### src/rtl/nibble_collector.sv
`default_nettype none
// ============================================================================
// Module   : nibble_collector
// Brief    : Receive side of the nibble-serial word loader. Checks each
//            byte's rdy flag and mode field. Rebuilds two W-bit words from
//            consecutive nibbles, most significant nibble first. Reports a
//            completed frame with a one-cycle valid pulse and an aborted
//            frame with a one-cycle err pulse.
// Revision : 1.0 - initial release
// ============================================================================
module nibble_collector #(
    parameter int W = 32
) (
    input  logic         clk,
    input  logic         rst,
    input  logic         ena,
    input  logic [7:0]   in_byte,
    output logic [W-1:0] word_a,
    output logic [W-1:0] word_b,
    output logic [2:0]   mode_out,
    output logic         valid,
    output logic         err,
    output logic         busy
);

    localparam int N  = W / 4;
    localparam int CW = $clog2(N) + 1;

    localparam logic [1:0] c_IDLE   = 2'd0;
    localparam logic [1:0] c_RECV_A = 2'd1;
    localparam logic [1:0] c_RECV_B = 2'd2;

    localparam logic [CW-1:0] c_CNT_LAST = CW'(N - 1);
    localparam logic [CW-1:0] c_CNT_ONE  = CW'(1);

    logic [1:0]    r_state;
    logic [CW-1:0] r_cnt;
    logic [W-1:0]  r_sh;
    logic [W-1:0]  r_a_hold;
    logic [2:0]    r_cur_mode;

    logic [W-1:0]  w_next_sh;
    logic          w_rdy;
    logic          w_good;
    logic          w_last;

    // Shift register contents once the current nibble has been appended.
    // A 4-bit word has no older nibbles to keep.
    if (W > 4) begin : g_shift_wide
        assign w_next_sh = {r_sh[W-5:0], in_byte[3:0]};
    end else begin : g_shift_narrow
        assign w_next_sh = in_byte[3:0];
    end

    assign w_rdy  = in_byte[4];
    assign w_good = w_rdy && (in_byte[7:5] == r_cur_mode);
    // The counter is zero whenever the block is idle. The first nibble of a
    // frame therefore takes the same completion test as later nibbles.
    assign w_last = (r_cnt == c_CNT_LAST);
    assign busy   = (r_state != c_IDLE);

    // Frame FSM: word assembly, the held output frame and the status pulses.
    always_ff @(posedge clk) begin
        if (rst) begin
            r_state    <= c_IDLE;
            r_cnt      <= '0;
            r_sh       <= '0;
            r_a_hold   <= '0;
            r_cur_mode <= 3'd0;
            word_a     <= '0;
            word_b     <= '0;
            mode_out   <= 3'd0;
            valid      <= 1'b0;
            err        <= 1'b0;
        end else begin
            valid <= 1'b0;
            err   <= 1'b0;
            if (ena) begin
                case (r_state)
                    c_IDLE: begin
                        // A byte with rdy low is line idle, not an error.
                        if (w_rdy) begin
                            r_cur_mode <= in_byte[7:5];
                            r_sh       <= w_next_sh;
                            if (w_last) begin
                                r_a_hold <= w_next_sh;
                                r_cnt    <= '0;
                                r_state  <= c_RECV_B;
                            end else begin
                                r_cnt   <= c_CNT_ONE;
                                r_state <= c_RECV_A;
                            end
                        end
                    end
                    c_RECV_A: begin
                        if (!w_good) begin
                            err     <= 1'b1;
                            r_cnt   <= '0;
                            r_state <= c_IDLE;
                        end else begin
                            r_sh <= w_next_sh;
                            if (w_last) begin
                                r_a_hold <= w_next_sh;
                                r_cnt    <= '0;
                                r_state  <= c_RECV_B;
                            end else begin
                                r_cnt <= r_cnt + c_CNT_ONE;
                            end
                        end
                    end
                    c_RECV_B: begin
                        if (!w_good) begin
                            err     <= 1'b1;
                            r_cnt   <= '0;
                            r_state <= c_IDLE;
                        end else begin
                            r_sh <= w_next_sh;
                            if (w_last) begin
                                word_a   <= r_a_hold;
                                word_b   <= w_next_sh;
                                mode_out <= r_cur_mode;
                                valid    <= 1'b1;
                                r_cnt    <= '0;
                                r_state  <= c_IDLE;
                            end else begin
                                r_cnt <= r_cnt + c_CNT_ONE;
                            end
                        end
                    end
                    default: begin
                        // Unused encoding: recover quietly.
                        r_cnt   <= '0;
                        r_state <= c_IDLE;
                    end
                endcase
            end
        end
    end

endmodule
`default_nettype wire

### config.mk
export PLATFORM = sky130hd
export DESIGN_NAME = nibble_collector
export DESIGN_NICKNAME = d
export VERILOG_FILES = /design/src/rtl/nibble_collector.sv
export SDC_FILE = /design/constraint.sdc
export NUM_CORES = 1
export LEC_CHECK = 0
export CAP_MARGIN = 20
export CORE_UTILIZATION = 58
export CTS_CLUSTER_DIAMETER = 200
export DETAILED_ROUTE_END_ITERATION = 16
export PLACE_DENSITY_LB_ADDON = 0.15
export SYNTH_ARGS = -nofsm -noshare
export SYNTH_HDL_FRONTEND = slang
export SYNTH_SLANG_ARGS = --single-unit
### constraint.sdc
create_clock -name clk -period 3.3 [get_ports clk]
set_input_delay 0.33 -clock clk [delete_from_list [all_inputs] [get_ports clk]]
set_output_delay 0.33 -clock clk [all_outputs]
set_load 0.02 [all_outputs]
Word level (Yosys, flattened, before mapping)

Cells that the tools add are included.

Add/sub/neg operators: 1
Equality and inequality tests: 9
Mux-type cells: 21
Bitwise gates (word level): 4
Reduce and logical (&&, ||, !) cells: 14

Operator list:

| operator                                              | number |
|---|---|
| two-way mux 32 bit                                    | 3 |
| case mux 32 bit (2 select lines)                      | 1 |
| two-way mux 28 bit                                    | 2 |
| case mux 28 bit (2 select lines)                      | 1 |
| AND reduction 4 bit                                   | 4 |
| two-way mux 2 bit                                     | 6 |
| two-way mux 4 bit                                     | 3 |
| case mux 4 bit (2 select lines)                       | 1 |
| inequality test 3 bit, second input constant          | 2 |
| case mux 2 bit (3 select lines)                       | 1 |
| nonzero test 2 bit                                    | 3 |
| adder 4 x 1 -> 4 bit, second input constant           | 1 |
| == test 4 x 3 -> 1 bit, second input constant         | 1 |
| inequality test 2 bit, second input constant          | 2 |
| NOT 1 bit                                             | 4 |
| OR reduction 4 bit                                    | 1 |
| == test 3 bit                                         | 1 |
| two-way mux 1 bit                                     | 3 |
| AND reduction 3 bit                                   | 1 |
| OR reduction 3 bit                                    | 1 |
| == test 2 x 1 -> 1 bit, second input constant         | 1 |
| == test 2 bit, second input constant                  | 1 |
| logical NOT 2 bit                                     | 1 |
| inequality test 2 x 1 -> 1 bit, second input constant | 1 |
| 3 further kinds                                       | 3 |

Bits in registers: 138
Input port bits: 11
Output and inout port bits: 70
Word-level logic and storage cells: 59

Logic depth before layout (Yosys ltp)

Gate-level depths: netlist (run 1).

Depth after elaboration: 4
Depth in mapped cells: 8
Mapped depth without buffers: 6

Least setup slack after synthesis (run 1)

No wires, ideal clock.

Path type: register to register
Start: register r_state[0]
End: register r_sh[22]
Setup time: 0.071 ns
Arrival: 1.762 ns
Data required time: 3.229 ns
Setup slack: 1.467 ns
Cell stages (with the launch flop): 9
Path buffers: 2
Period minus slack after synthesis: 1.833 ns
Cells stage by stage: dfxtp_1 -> inv_1 -> ha_1 -> nor2b_1 -> a41o_1 -> buf_4 -> buf_1 -> nand3_1 -> a21oi_1

Cells in the longest elaborated chain, start to end: 4
Elaborated cells between the ends (all ways): 9
Those cells by class: eq/ne (4); mux (1); reduce/logical (4)

RTL lines:

| element                                                                                      | line | text |
|---|---|---|
| from (decl)                                                                                  | 36   | `logic [1:0] r_state;` |
| from (signal assigned)                                                                       | 65   | `r_state <= c_IDLE;` |
| from (signal assigned)                                                                       | 88   | `r_state <= c_RECV_B;` |
| from (signal assigned)                                                                       | 91   | `r_state <= c_RECV_A;` |
| == test 2 bit / == test 2 x 1 -> 1 bit (equally long branches)                               | 79   | `case (r_state)` |
| OR reduction 2 bit (no source line)                                                          | n/a  |  |
| inequality test 2 x 1 -> 1 bit (no source line) / nonzero test 2 bit (equally long branches) | n/a  |  |
| AND reduction 4 bit (no source line)                                                         | n/a  |  |
| to (signal assigned)                                                                         | 84   | `r_sh <= w_next_sh;` |
| to (signal assigned)                                                                         | 101  | `r_sh <= w_next_sh;` |
| to (signal assigned)                                                                         | 117  | `r_sh <= w_next_sh;` |
| to (decl)                                                                                    | 38   | `logic [W-1:0] r_sh;` |

Parallel ways exist; a longest one is shown, timed or not.
A chain may end at the register's enable or synchronous reset.

Worst setup path after layout (run 1)

Start: register r_state[0]
End: output port busy

Cells in the longest elaborated chain, start to end: 1

RTL lines:

| element            | line | text |
|---|---|---|
| nonzero test 2 bit | 60   | `assign busy = (r_state != c_IDLE);` |
| to (decl)          | 23   | `output logic busy` |

Every way passes these cells.

==> results of run 1 <==
-- per-layer routing --
metal  GRT usage  part of all wire  vias up  routed length (um)
li1            -                 -     2066                   -
met1       0.301              0.43     2065                5170
met2       0.446              0.51      128                6020
met3      0.0639             0.050       16                 596
met4      0.0837             0.010        0                 119
met5           0                 0        -                   0
-- registers in the layout (all words and copies together), names as in the netlist, 2 cells and up --
signal	count
mode_out	3
r_a_hold	32
r_cnt	4
r_cur_mode	3
r_sh	28
r_state	2
word_a	32
word_b	32
-- cell usage in the layout (no fill, tap or decap), types with 2 or more instances in the layout --
master           Yosys  routed
ha_1                 5       5
nor2_1               6       6
nor4_1               2       2
and2_1               2       2
xor2_2               3       3
o21ai_1              5       5
or4_1                2       2
xnor2_2              3       3
buf_4                2       9
dfxtp_1            138     138
o21ai_0             27      27
inv_6                0       8
inv_1                4       3
mux2i_1            103     103
clkdlybuf4s50_1      0      80
and4_4               2       2
nand3_1             31      31
inv_8                0       4
clkbuf_16            0      16
a21oi_1             29      29
nand4b_1             2       2
nand3b_1             2       2
nand2_1            143     143
a31oi_1              3       3
-- cells by family (layout without fill, tap and decap cells) --
family | after synthesis | in the layout
mux | 103 | 103
flops | 138 | 138
compound gates | 69 | 69
simple gates | 198 | 198
buf+inv | 46 | 126
xor+xnor | 6 | 6
fa+ha+maj | 5 | 5
-- stage by stage --
| stage | area [um2] | utilization | worst slack (ns) | hold WS, ns |
|---|---|---|---|---|
| 5_1_grt | 6840 | 0.744 | 0.782 | 0.418 |
| 2_1_floorplan | 5470 | - | 1.47 | 0.442 |
| 6_report | 6840 | 0.744 | 0.892 | 0.421 |
| 3_3_place_gp | 6250 | 0.680 | 0.759 | 0.441 |
| 3_5_place_dp | 6250 | 0.680 | 0.629 | 0.445 |
| 4_1_cts | 6840 | 0.744 | 0.895 | 0.407 |
-- power groups by stage --
stage	logic, mW	registers, mW	clock network [mW]
global route	0.189	1.68	1.95
finish	0.175	1.68	1.86
floorplan	0.119	1.72	0
global placement	0.166	1.72	0
detailed placement	0.170	1.72	0
CTS	0.173	1.68	1.87
-- worst max-delay path by stage --
stage | endpoint | depth (start not counted) | start
after floorplan | r_sh[22] | 8 | r_state[0]
after global placement | r_a_hold[17] | 6 | in_byte[5]
after detailed placement | r_a_hold[23] | 6 | in_byte[7]
after CTS | busy | 4 | r_state[0]
after global routing | r_a_hold[24] | 7 | r_state[0]
final | busy | 4 | r_state[0]
-- layout make-up --
type | instances | share of cell area
flip-flops and latches | 138 | 0.404
multi-input cells | 381 | 0.358
repair buffers | 90 | 0.130
clock buffers | 17 | 0.0606
clock inverters | 15 | 0.0247
well taps | 111 | 0.0203
inverters | 4 | 0.00256
-- worst max-delay path, stage by stage (launching register included) --
cell	delay [ns]
dfxtp_1	0.39
inv_1	0.11
ha_1	0.25
inv_1	0.17
clkdlybuf4s50_1	0.64
==> results.yml, run 1 <==
status:
  status: "finished, violations left"
  violations: "design-rule violations"
clock_network:
  clk_latency_ns: 0.52
  postCtsHoldBufs: 0
  clk_pin_slew_ns: 0.07
  h-tree-depth: 4
  clock-sinks: 138
  cts_tree: "built"
  cts_made_buffers: 17
  cts_resized: 0
  clockBufferDepth: 2
  post_cts_buffers: 0
  root_buffer: "clkbuf_8"
logic_synthesis:
  syn_inst: 565
  synthAdderAreaFrac: 0.0114
  synth_most_common_cell: "nand2_1"
  synth_nets: 581
  netlist.top_cell.by_area: "dfxtp_1"
  synthTopCellsByCount: "nand2_1 (143), dfxtp_1 (138), mux2i_1 (103), nand3_1 (31), a21oi_1 (29)"
  avgSynthCellArea_um2: 9.68
  synth_mux_area_frac: 0.189
  synth_warnings: 0
  synth-edff-count: 0
  synth_top_family_by_area: "multiplexers"
  synth-async-reset-ratio: 0
  synth_xor_area_frac: 0.0178
  synth_top_area_frac: 0.505
  ys_seq_area_frac: 0.505
  synth_compound_area_frac: 0.0712
  synth-seq-cells: 138
  synth_area_leaders: "dfxtp_1 (51%), mux2i_1 (19%), nand2_1 (9.8%)"
  synth_area_mm2: 0.00547
  ys_types: 35
  synth-simple-area-share: 0.159
  ys.flop_type: "dfxtp_1"
setup_path:
  endpoint_kind: "output port"
  critical_path_class: "register to output port"
  cp-start-kind: "register"
  r2r_slack_ns: 0.93
  cp_max_fo: 6
  cp_data_required_time_ns: 2.97
  r2r_start: "r_state[0]"
  worstPathArrival_ns: 2.08
  reg2reg_depth: 7
  r2r_end: "r_a_hold[24]"
die:
  die_area_mm2: 0.00982
  io_pins: 81
  fp.dieW_um: 99.1
  placementRows: 35
  core_area_mm2: 0.00920
  dieHeight_um: 99.1
  start_util: 0.595
power_and_ir_drop:
  p_clk_frac: 0.500
  intPower_mw: 2.77
  ir_worst_vdd_uv: 306
  p_switching_mw: 0.950
  sw_frac_of_total: 0.256
  seqPwrFrac: 0.453
  p_leak_nw: 2.55
  power_mw: 3.72
  powerDensity_mw_per_mm2: 544
  p_comb_frac: 0.047
routing:
  first_pass_iters: 11
  wl_um: 11900
  vias: 4275
  drc_errors: 2
  avgRoutedWirePerCell_um: 15.7
  final_antenna_net_count: 0
  first_iter_violations: 238
  detail_route.vias_per_cell: 5.65
sta:
  hold_violations: 0
  fmaxAchievable_mhz: 415
  final-setup-viol-count: 0
  fin_crit_sh: 0.730
  drv_slew: 0
  relSlewSlack: 0.399
  rsz0062_at_grt: "no"
  finalSetupTns_ns: 0
  tightest_slew_ns: 0.900
  clock-skew-final_ns: 0.00953
  finalCriticalPeriod_ns: 2.41
grt:
  grt_pass1_wl_um: 19800
  track_usage: 0.253
  grt-ovfl-total: 0
  grt_max_degree: 65
  first_global_vias: 4172
  antenna_found_initial: 0
finish:
  drive_above_1_share: 0.0837
  stdcell_count: 756
  final_nets: 648
  filler_cell_count: 657
  seq_area_mm2: 0.00276
  insertedDiodeCount: 0
  synthToLayoutAreaGrowth_pct: 25.1
  multi_input_area_mm2: 0.00245
placement:
  hpwl_um: 7320
  gp_congestion: 0.832
  dp.cells: 724
  port_buffers: 80
flow_run:
  max_cap_violations: 0
min_path:
  holdPathEnd: "r_sh[3]"
  whs_path_depth: 3
  min_from: "in_byte[3]"
  worstHoldPathType: "input port to register"
Power figures use the tool's default switching activity.
==> run 2, diff against run 1 <==
--- a/config.mk
+++ b/config.mk
@@ -6,7 +6,7 @@
 export NUM_CORES = 1
 export LEC_CHECK = 0
 export CAP_MARGIN = 20
-export CORE_UTILIZATION = 58
+export CORE_UTILIZATION = 54
 export CTS_CLUSTER_DIAMETER = 200
 export DETAILED_ROUTE_END_ITERATION = 16
 export PLACE_DENSITY_LB_ADDON = 0.15
==> constraint.sdc (replaced) <==
create_clock -name clk -period 2.33 [get_ports clk]
set_input_delay 0.233 -clock clk [delete_from_list [all_inputs] [get_ports clk]]
set_output_delay 0.233 -clock clk [all_outputs]
set_load 0.02 [all_outputs]
==> run 2 against run 1 <==
Against the previous run: the run now ends clean; global-route usage shrank 2.1 points; clock skew shrank 0.0036 ns; combinational power grew 42%.
==> results.yml, run 2 (synthesis gave the netlist of run 1 again) <==
routing:
  detail_route.vias_per_cell: 5.29
  first_pass_iters: 5
  first_iter_violations: 257
  wl_um: 11300
  vias: 4132
  avgRoutedWirePerCell_um: 14.4
  final_antenna_net_count: 0
  drc_errors: 0
finish:
  filler_cell_count: 744
  final_nets: 651
  reg_top3: "r_a_hold x32, word_a x32, word_b x32"
  layout_common_cells: "nand2_1 (143), dfxtp_1 (138), mux2i_1 (103)"
  mostFrequentLayoutCell: "nand2_1"
  final_cell_area_mm2: 0.00696
  insertedDiodeCount: 0
  synthToLayoutAreaGrowth_pct: 27.2
  multi_input_area_mm2: 0.00245
  drive_above_1_share: 0.0880
  seq_area_mm2: 0.00276
setup_path:
  r2r_end: "r_cnt[0]"
  r2r_start: "r_state[0]"
  cp_max_fo: 6
  critPathMaxStageDelay_ns: 0.46
  reg2reg_depth: 6
  crit_path_top_delay_cell: "or4b_1"
  crit_buf_inv: 1
  path_cells: "inv_1 > ha_1 > nand3b_1 > nor4_4 > or4b_1 > a31oi_1"
  critical_path_class: "register to register"
  cp_data_required_time_ns: 2.77
  cp-start-kind: "register"
  worstPathArrival_ns: 2.43
  cpLargestDelayFamily: "simple AND/OR/NAND/NOR gates"
  r2r_slack_ns: 0.34
  cp.depth: 6
  endpoint_kind: "register"
placement:
  dpl_cell_area_mm2: 0.00635
  hpwl_um: 7350
  port_buffers: 80
  gp_congestion: 0.862
clock_network:
  h-tree-depth: 4
  clk_latency_ns: 0.51
  root_buffer: "clkbuf_8"
  cts_tree: "built"
  clockBufferDepth: 2
  clock-sinks: 138
  clk_pin_slew_ns: 0.06
  postCtsHoldBufs: 0
  cts_made_buffers: 17
power_and_ir_drop:
  ir_worst_vdd_uv: 544
  p_leak_nw: 2.61
  powerDensity_mw_per_mm2: 760
sta:
  whs_ns: 0.318
  finalCriticalPeriod_ns: 1.99
  clock-skew-final_ns: 0.00591
  final-setup-viol-count: 0
  hold_violations: 0
  finalSetupTns_ns: 0
  fin_crit_sh: 0.853
  fmaxAchievable_mhz: 503
  drv_slew: 0
  relSlewSlack: 0.713
  tightest_slew_ns: 0.431
  rsz0062_at_grt: "no"
die:
  placementRows: 36
  io_pins: 81
  start_util: 0.559
  core_area_mm2: 0.00977
  dieHeight_um: 103
  die_area_mm2: 0.0105
  fp.dieW_um: 103
min_path:
  min_from: "in_byte[0]"
  worstHoldPathType: "input port to register"
  holdPathEnd: "r_sh[0]"
  whs_path_depth: 3
grt:
  antenna_found_initial: 0
  first_global_vias: 4116
  track_usage: 0.232
  grt-ovfl-total: 0
  grt_max_degree: 57
  grt_pass1_wl_um: 19000
status:
  status: "completed"
flow_run:
  max_cap_violations: 0
## run 2: changes by cell type in the layout (fill, tap and decap cells not counted)
| cell | previous run | this run |
|---|---|---|
| clkdlybuf4s50_1 | 80 | 79 |
| clkinv_2 | 0 | 4 |
| buf_4 | 9 | 8 |
| buf_12 | 1 | 5 |
| clkbuf_8 | 1 | 2 |
| clkinv_8 | 1 | 0 |
| bufinv_16 | 1 | 3 |
| inv_8 | 4 | 0 |
| clkinv_4 | 0 | 4 |
| dlymetal6s2s_1 | 0 | 1 |
| inv_6 | 8 | 2 |
## run 2: where the power goes
| part | switching (mW) | internal, mW | leakage (nW) | total, mW |
|---|---|---|---|---|
| registers | 0.0134 | 2.37 | 1.11 | 2.39 |
| logic | 0.172 | 0.0774 | 1.20 | 0.249 |
| clock network | 0.992 | 1.66 | 0.295 | 2.65 |
## run 2: final cells by class
type / count / share of cell area
sequential: 138 / 0.397
multi-input combinational: 381 / 0.352
timing repair buffer: 93 / 0.139
clock buffer: 18 / 0.0615
clock inverter: 14 / 0.0245
tap: 133 / 0.0239
inverter: 4 / 0.00252
## run 2: how the worst max path moves through the flow
stage	endpoint	startpoint
3_3_place_gp	r_a_hold[16]	in_byte[5]
2_1_floorplan	r_sh[22]	r_state[0]
6_report	r_cnt[0]	r_state[0]
4_1_cts	busy	r_state[0]
5_1_grt	r_cnt[0]	r_state[1]
3_5_place_dp	r_a_hold[17]	in_byte[5]
## run 2: routing by layer
metal | part of all wire | wire length [um] | GRT usage
met1 | 0.45 | 5120 | 0.294
met2 | 0.49 | 5480 | 0.387
met3 | 0.049 | 553 | 0.0644
met4 | 0.010 | 114 | 0.0670
met5 | 0 | 0 | 0
## run 2: worst min-delay path, delay by kind of cell
family	cells	cell delay [ns]
simple gates	1	0.07
buf+inv	1	0.42
compound gates	1	0.05
## run 2: timing repair
item / 4_1_cts / 5_1_grt
setup buffers: 0 / 0
endpoints found under the setup margin: 0 / 1
gates resized for setup: 0 / 1
## run 2: through the flow
step | setup WS (ns) | utilization | cells | power, mW
6_report | 0.341 | 0.712 | 781 | 5.29
5_1_grt | 0.225 | 0.712 | 781 | 5.47
4_1_cts | 0.0596 | 0.711 | 781 | 5.32
3_5_place_dp | 0.127 | 0.650 | 749 | 2.68
3_3_place_gp | 0.203 | 0.650 | 749 | 2.68
2_1_floorplan | 0.497 | - | 565 | 2.60
==> run 3, diff against run 2 <==
--- a/config.mk
+++ b/config.mk
@@ -6,10 +6,13 @@
 export NUM_CORES = 1
 export LEC_CHECK = 0
 export CAP_MARGIN = 20
+export CORE_MARGIN = 5
 export CORE_UTILIZATION = 54
 export CTS_CLUSTER_DIAMETER = 200
 export DETAILED_ROUTE_END_ITERATION = 16
+export GPL_ROUTABILITY_DRIVEN = 0
 export PLACE_DENSITY_LB_ADDON = 0.15
+export SKIP_CTS_REPAIR_TIMING = 1
 export SYNTH_ARGS = -nofsm -noshare
 export SYNTH_HDL_FRONTEND = slang
 export SYNTH_SLANG_ARGS = --single-unit
==> run 3 against run 2 <==
Against the previous run: non-clock buffer count did not move; die area rose by 16%; power rose by 2.6%; sequential power barely moved; via count rose by 0.85%; first-iteration DRC count fell by 23%; critical path type unchanged; worst hold slack improved by 0.012 ns; count of clock-buffer cells in the layout rose by 3; clock skew fell by 0.00065 ns.
==> results.yml, run 3 (synthesis gave the netlist of run 1 again) <==
sta:
  whs_ns: 0.330
  finalSetupTns_ns: 0
  tightest_slew_ns: 0.417
  rsz0062_at_grt: "no"
  fmaxAchievable_mhz: 498
  fin_crit_sh: 0.862
  clock-skew-final_ns: 0.00526
  finalCriticalPeriod_ns: 2.01
  hold_violations: 0
  drv_slew: 0
  final-setup-viol-count: 0
  relSlewSlack: 0.719
power_and_ir_drop:
  intPower_mw: 4.27
  p_leak_nw: 2.61
  p_clk_frac: 0.514
  p_comb_frac: 0.046
  p_switching_mw: 1.15
  sw_frac_of_total: 0.213
  seqPwrFrac: 0.440
  ir_worst_vdd_uv: 413
  powerDensity_mw_per_mm2: 775
clock_network:
  root_buffer: "clkbuf_8"
  clock-sinks: 138
  clk_latency_ns: 0.51
  cts_made_buffers: 17
  h-tree-depth: 4
  clockBufferDepth: 2
  cts_tree: "built"
  clk_pin_slew_ns: 0.06
routing:
  drc_errors: 0
  top_layer: "met4"
  met2WireLength_um: 5720
  final_antenna_net_count: 0
  first_pass_iters: 5
  avgRoutedWirePerCell_um: 15.0
  wl_um: 11700
  drt-met1-wl_um: 5140
  detail_route.vias_per_cell: 5.34
  first_iter_violations: 197
  vias: 4167
  routed-wl-met3_um: 648
status:
  status: "completed"
die:
  placementRows: 36
  die_area_mm2: 0.0122
  io_pins: 81
  start_util: 0.557
  dieHeight_um: 111
  fp.dieW_um: 111
  core_area_mm2: 0.00982
setup_path:
  cp_data_required_time_ns: 2.77
  cp_max_fo: 6
  cp-start-kind: "register"
  worstPathArrival_ns: 2.45
  endpoint_kind: "register"
  r2r_slack_ns: 0.32
  critical_path_class: "register to register"
min_path:
  worstHoldPathType: "input port to register"
grt:
  first_global_vias: 4221
  grt-ovfl-total: 0
  grt_max_degree: 72
  antenna_found_initial: 0
  grt_pass1_wl_um: 20400
  track_usage: 0.199
finish:
  mostFrequentLayoutCell: "nand2_1"
  final_cell_area_mm2: 0.00700
  insertedDiodeCount: 0
  drive_above_1_share: 0.0864
  reg_top3: "r_a_hold x32, word_a x32, word_b x32"
  synthToLayoutAreaGrowth_pct: 28.0
  final_nets: 651
  layout_common_cells: "nand2_1 (143), dfxtp_1 (138), mux2i_1 (103)"
placement:
  dpl_cell_area_mm2: 0.00637
  hpwl_um: 7640
  port_buffers: 80
flow_run:
  max_cap_violations: 0
[run 3: changes by cell type in the layout (fill, tap and decap cells not counted)]
cell,change
clkbuf_8,+2
inv_6,-2
clkinv_4,-4
buf_4,-1
buf_12,+1
clkbuf_1,+1
bufinv_16,+1
clkinv_2,-2
clkinvlp_4,+4
[run 3: cell type report]
| class | instances | area, um2 |
|---|---|---|
| clock buffers | 21 | 459 |
| clock inverters | 11 | 168 |
| fillers | 777 | 2820 |
| inverters | 4 | 17.5 |
| multi-input cells | 381 | 2450 |
| flip-flops and latches | 138 | 2760 |
| well taps | 133 | 166 |
| repair buffers | 93 | 976 |
[run 3: metal layers]
layer,vias to the layer above,global-route usage
li1,2073,-
met1,1964,0.242
met2,106,0.327
met3,24,0.0618
met4,0,0.0780
met5,-,0
[run 3: worst paths after layout]
check,startpoint,to,depth (start not counted)
min,in_byte[2],r_sh[2],3
max reg2reg,r_state[0],r_cnt[0],6
max,r_state[0],r_cnt[0],6
min reg2reg,word_a[25],word_a[25],2
[run 3: power by group through the flow]
stage	logic, mW	clock network, mW	registers [mW]
after floorplan	0.169	0	2.43
after global placement	0.245	0	2.44
after detailed placement	0.249	0	2.44
after CTS	0.251	2.82	2.39
after global routing	0.276	2.95	2.39
final	0.251	2.79	2.39
[run 3: metrics by stage]
stage          cells  setup slack [ns]  total power, mW  utilization
5_1_grt          781             0.197             5.61        0.713
6_report         781             0.321             5.42        0.713
3_3_place_gp     749             0.203             2.68        0.648
3_5_place_dp     749             0.126             2.68        0.648
4_1_cts          781           0.00760             5.46        0.712
2_1_floorplan    565             0.497             2.60            -
[run 3: worst max-delay path, stage by stage (launching register included)]
cell and delay [ns]:
dfxtp_1 0.41, inv_1 0.10, ha_1 0.40, nand3b_1 0.14, nor4_4 0.29, or4b_1 0.46
a31oi_1 0.13
